$ cat config.mk
export PLATFORM = sky130hd
export DESIGN_NAME = sr_piso_eight
export DESIGN_NICKNAME = d
export VERILOG_FILES = /design/src/rtl/sr_piso_eight_pkg.sv /design/src/rtl/sr_piso_eight.sv
export SDC_FILE = /design/constraint.sdc
export NUM_CORES = 1
export LEC_CHECK = 0
export ABC_AREA = 1
export BUFFER_PORTS_ARGS = -buffer_cell sky130_fd_sc_hd__buf_2
export CAP_MARGIN = 20
export CORE_AREA = 2 2 39 41
export CTS_CLUSTER_DIAMETER = 120
export DETAILED_ROUTE_END_ITERATION = 7
export DIE_AREA = 0 0 41 43
export PLACE_DENSITY_LB_ADDON = 0.12
export SLEW_MARGIN = 20
export SYNTH_ARGS = -nofsm -noshare
export SYNTH_HDL_FRONTEND = slang
export SYNTH_SLANG_ARGS = --single-unit
export TNS_END_PERCENT = 30
$ cat constraint.sdc
create_clock -name clk -period 0.8 [get_ports clk]
set_input_delay 0.08 -clock clk [delete_from_list [all_inputs] [get_ports clk]]
set_output_delay 0.08 -clock clk [all_outputs]
set_load 0.01 [all_outputs]
$ cat src/rtl/sr_piso_eight_pkg.sv
`default_nettype none
// ============================================================================
//  Module      : sr_piso_eight_pkg
//  Description : Shared constants and types for the PISO serializer.
//  Revision    : 1.0 - initial release
// ============================================================================
package sr_piso_eight_pkg;

    // Default width of the parallel word and the shift register.
    localparam int PISO_WIDTH = 8;

    // Parallel word, indexed [PISO_WIDTH:1]; the top bit is serialized first.
    typedef logic [PISO_WIDTH:1] piso_word_t;

endpackage : sr_piso_eight_pkg
`default_nettype wire

$ cat src/rtl/sr_piso_eight.sv
`default_nettype none
// ============================================================================
//  Module      : sr_piso_eight
//  Description : Parallel-in serial-out shift register. A write cycle loads
//                the parallel word; each later non-write cycle shifts it out
//                MSB first on q, with zero fill behind it.
//  Revision    : 1.0 - initial release
// ============================================================================
module sr_piso_eight
    import sr_piso_eight_pkg::*;
#(
    parameter int WIDTH = PISO_WIDTH
) (
    input  logic [WIDTH:1] inp,
    input  logic           clk,
    input  logic           reset,
    output logic           q,
    input  logic           write
);

    logic [WIDTH:1] r_sr;

    // Shift register: reset beats write, write beats shift; shift is a
    // left shift with zero fill so the register drains to all zeros.
    always_ff @(posedge clk) begin
        if (reset) begin
            r_sr <= '0;
        end else if (write) begin
            r_sr <= inp;
        end else begin
            r_sr <= {r_sr[WIDTH-1:1], 1'b0};
        end
    end

    // Serial output comes straight from the register MSB, so q only
    // changes after a clock edge and never sees inp combinationally.
    assign q = r_sr[WIDTH];

endmodule : sr_piso_eight
`default_nettype wire

==> impl_metrics.ini, run 1 <==
[timing]
drv_slew = 0
grt_setup_unrepaired = false
fmaxAchievable_ghz = 1.34
skew_ps = 5.19
setup_viol = 0
setup_tns_ps = 0
slew_headroom = 0.841
fin_crit_ps = 744
worst_pin_slew_ps = 238
timing.hold.ws_ps = 43.1
period_share = 0.930
finalHoldViolations = 0

[yosys]
synth.avg_cell_area_sq_um = 6.68
synth_seq_cells = 8
yosys_warnings = 0
synth_compound_area_frac = 0
syn-num-nets = 58
yosysSeqAreaShare = 0.510
synth_cells = 47
synthDistinctLibCells = 5
synthMuxAreaShare = 0
synth_top_family_by_area = simple AND/OR/NAND/NOR gates
synth_simple_gate_area_share = 0.359
synth_fa_ha_area_frac = 0
synthTopCellsByArea = dfxtp_1 (51%), nand2_1 (18%), nor2_1 (18%)
synth_top_area_frac = 0.510
mappedNetlistArea_sq_um = 314
synth_xor_area_frac = 0
yosysTopAreaCell = dfxtp_1

[flow_run]
cap_violations = 0

[cts]
postCtsResizedCells = 0
clockRootBuffer = clkbuf_4
htree_levels = 1
clock_sinks = 8
cts_tree = done
clk_latency_ps = 250
cts_buffers = 3
clkTransAtPathRegs_ps = 60
clock_path_buffers = 2

[worst_setup_path]
required_ps = 720
crit_buf_inv = 1
worstSetupStartpointType = flip-flop
reg2regPathDepth = 2
crit_fanout = 1
r2r_end = r_sr[6]$_SDFF_PP0_
crit_slowest_cell = dfxtp_1
crit_path_end_kind = primary output
crit_chain = buf_2
r2r_setup_slack_ps = 270
path_delay_family = flip-flops
critPathKind = flip-flop to primary output
r2r-start = r_sr[5]$_SDFF_PP0_
cp_slowest_stage_delay_ps = 290
critPathArrivalTime_ps = 660

[layout]
diodes = 0
largest_register_ffs = 8
top_regs = r_sr: 8 flops
top_register = r_sr
synthToLayoutAreaGrowth_pct = 30.7
n_fill_cell = 157
drive_gt1_frac = 0.230
num-nets-final = 74

[worst_hold_path]
whs_path_depth = 3
min_path_type = input port to flip-flop
hold_path_end = r_sr[1]$_SDFF_PP0_
hold_start = inp[1]

[routing]
routed_wl_um = 537
drtAntennaViolNets = 0
vias = 278
avgViaCountPerCell = 3.61
drtIter0Drc = 1
wire_per_inst_um = 6.97
dr.pass1.iters = 2
drc = 0

[die]
ios = 12
start_util = 0.227
rows = 14
dieHeight_um = 43
dieArea_sq_um = 1760
die_w_um = 41
coreArea_sq_um = 1380

[placement]
port_buffers = 11
routabilityCongestion = 0.637

[power]
powerDensity_nw_per_um2 = 2020
p_total_mw = 0.827
cellLeakagePower_nw = 0.240
ir_drop_mv = 0.616

[global_routing]
overflow = 0
grt_start_max_net_pins = 16
grt_first_pass_wirelength_um = 855
track_usage = 0.0846
antenna_found_initial = 0
grt_pass1_vias = 222

[outcome]
outcome = complete, no violations
-- cells by family after synthesis --
| group | count (synthesis) |
|---|---|
| flops | 8 |
| buf+inv | 9 |
| simple gates | 30 |
-- cell type report --
| class | instances | area (sq um) | share of cell area |
|---|---|---|---|
| sequential | 8 | 160 | 0.390 |
| multi-input combinational | 30 | 113 | 0.274 |
| timing repair buffer | 12 | 65.1 | 0.159 |
| inverter | 8 | 30.0 | 0.0732 |
| clock buffer | 3 | 22.5 | 0.0549 |
| tap | 16 | 20.0 | 0.0488 |
-- report_power, final --
part	internal, mW	switching (mW)
sequential	0.425	0.00555
clock	0.171	0.133
combinational	0.0444	0.0484
-- per-layer routing --
layer  up-vias  wire (um)  track usage
li1        162          -            -
met1       105        261       0.0844
met2         9        211       0.0969
met3         2         48       0.0471
met4         0         15        0.120
met5         -          0            0
-- synthesized netlist by cell type --
cell type	instances
nand2_1	15
nor2_1	15
dfxtp_1	8
inv_1	8
buf_6	1
-- stage by stage --
| step | util | setup WS [ps] | area [sq um] | cells |
|---|---|---|---|---|
| 4_1_cts | 0.297 | 47.9 | 410 | 77 |
| 5_1_grt | 0.297 | 3.05 | 410 | 77 |
| 2_1_floorplan | - | 287 | 314 | 47 |
| 6_report | 0.297 | 56.2 | 410 | 77 |
| 3_5_place_dp | 0.273 | 188 | 378 | 73 |
| 3_3_place_gp | 0.273 | 196 | 378 | 73 |
-- placed cells by master, fill, tap and decap left out --
master	n
clkbuf_4	3
inv_1	8
nor2_1	15
dlygate4sd3_1	1
nand2_1	15
buf_2	11
dfxtp_1	8
-- worst max-delay path by stage --
| stage | to | from | cells after the start | slack [ps] |
|---|---|---|---|---|
| 5_1_grt | q | r_sr[8]$_SDFF_PP0_ | 1 | 3 |
| 4_1_cts | q | r_sr[8]$_SDFF_PP0_ | 1 | 50 |
| 2_1_floorplan | r_sr[6]$_SDFF_PP0_ | r_sr[5]$_SDFF_PP0_ | 2 | 290 |
| 6_report | q | r_sr[8]$_SDFF_PP0_ | 1 | 60 |
| 3_5_place_dp | r_sr[5]$_SDFF_PP0_ | write | 4 | 190 |
| 3_3_place_gp | r_sr[2]$_SDFF_PP0_ | write | 4 | 200 |
-- timing repair --
action                                 4_1_cts  5_1_grt
hold buffers                                 1        0
endpoints found under the hold margin        1        0
setup buffers                                0        0
Note: power is estimated with default switching activity, not from simulation.
==> inputs of run 2 (changes only) <==
--- a/config.mk
+++ b/config.mk
@@ -12,7 +12,7 @@
 export CTS_CLUSTER_DIAMETER = 120
 export DETAILED_ROUTE_END_ITERATION = 7
 export DIE_AREA = 0 0 41 43
-export PLACE_DENSITY_LB_ADDON = 0.12
+export PLACE_DENSITY = 0.54
 export SLEW_MARGIN = 20
 export SYNTH_ARGS = -nofsm -noshare
 export SYNTH_HDL_FRONTEND = slang
==> run 2 against run 1 <==
Die area did not move. Via count rose by 3.6%. Hold slack improved by 10 ps. Clock-buffer cell count did not move. Core utilization did not move. First-iteration DRC count rose to 6.0 times the previous value. Highest routed layer unchanged.
==> impl_metrics.ini, run 2 (same netlist as run 1, synthesis figures left out) <==
[layout]
num-nets-final = 74
fin_cells = 77
layout_common_cells = nor2_1 (15), nand2_1 (15), buf_2 (11), inv_1 (8), dfxtp_1 (8)
utilization = 0.297
top_register = r_sr
top_regs = r_sr: 8 flops
diodes = 0
drive_gt1_frac = 0.230
synthToLayoutAreaGrowth_pct = 30.7
largest_register_ffs = 8

[worst_setup_path]
crit_path_end_kind = primary output
crit_fanout = 1
worstSetupStartpointType = flip-flop
crit_buf_inv = 1
critPathKind = flip-flop to primary output
critPathArrivalTime_ps = 660
required_ps = 720
reg2regPathDepth = 2
crit_slowest_cell = dfxtp_1
path_depth = 1
cp_slowest_stage_delay_ps = 290
path_delay_family = flip-flops
crit_chain = buf_2

[die]
start_util = 0.227
ios = 12
die_w_um = 41
dieHeight_um = 43
coreArea_sq_um = 1380
rows = 14
dieArea_sq_um = 1760

[worst_hold_path]
min_path_type = input port to flip-flop
whs_path_depth = 3

[global_routing]
overflow = 0
grt_pass1_vias = 256
antenna_found_initial = 0
grt_first_pass_wirelength_um = 972
track_usage = 0.0885
grt_start_max_net_pins = 16

[placement]
port_buffers = 11
routabilityCongestion = 0.664
place_hpwl_um = 376
dpl.cell_count = 73

[power]
ir_drop_mv = 0.700
powerDensity_nw_per_um2 = 2010
p_total_mw = 0.827
cellLeakagePower_nw = 0.240

[timing]
setup_tns_ps = 0
grt_setup_unrepaired = false
fin_crit_ps = 743
setup_viol = 0
finalHoldViolations = 0
timing.hold.ws_ps = 53.4
period_share = 0.928
drv_slew = 0
slew_headroom = 0.844
skew_ps = 1.63
fmaxAchievable_ghz = 1.35
worst_pin_slew_ps = 235

[routing]
drtIter0Drc = 6
vias = 288
routed_wl_um = 521
drtAntennaViolNets = 0
drc = 0
avgViaCountPerCell = 3.74
wire_per_inst_um = 6.77
dr.pass1.iters = 2

[cts]
cts_buffers = 3
clk_latency_ps = 250
clock_sinks = 8
clock_path_buffers = 2
clkTransAtPathRegs_ps = 50
postCtsResizedCells = 0
clockRootBuffer = clkbuf_4
cts_tree = done
postCtsSetupBuffers = 0
htree_levels = 1

[flow_run]
cap_violations = 0

[outcome]
outcome = complete, no violations
[run 2: cell counts in the layout (fill, tap and decap cells not counted)]
Identical to the previous run, type by type.
[run 2: tightest hold or removal path, cell delays in order]
cell	delay, ps
buf_2	80
nand2_1	40
nor2_1	70
[run 2: final timing paths]
kind / to / slack [ps] / from
worst max-delay path: q / 60 / r_sr[8]$_SDFF_PP0_
worst min register to register: r_sr[2]$_SDFF_PP0_ / 450 / r_sr[1]$_SDFF_PP0_
worst max register to register: r_sr[6]$_SDFF_PP0_ / 260 / r_sr[5]$_SDFF_PP0_
worst min-delay path: r_sr[1]$_SDFF_PP0_ / 50 / inp[1]
[run 2: cell type report]
type / count / area (sq um)
flip-flops and latches: 8 / 160
repair buffers: 12 / 65.1
inverters: 8 / 30.0
multi-input cells: 30 / 113
fillers: 152 / 973
well taps: 16 / 20.0
clock buffers: 3 / 22.5
[run 2: per-layer routing]
layer  global-route usage  routed length (um)
met5                    0                   0
met4                0.100                  12
met3               0.0471                  46
met2                0.100                 215
met1                0.104                 248
[run 2: timing repair]
| item | CTS | global route |
|---|---|---|
| endpoints found under the setup margin | 0 | 0 |
| hold endpoints to repair | 1 | 0 |
| hold buffers | 1 | 0 |
[run 2: power by group]
group / total, mW / internal (mW) / switching, mW
sequential: 0.432 / 0.425 / 0.00689
clock: 0.303 / 0.171 / 0.131
combinational: 0.0924 / 0.0444 / 0.0479
[run 2: metrics by stage]
stage / setup slack (ps) / instance area [sq um]
after floorplan: 287 / 314
after global placement: 199 / 378
after detailed placement: 196 / 378
after CTS: 45.6 / 410
after global routing: 20.2 / 410
final: 57.4 / 410
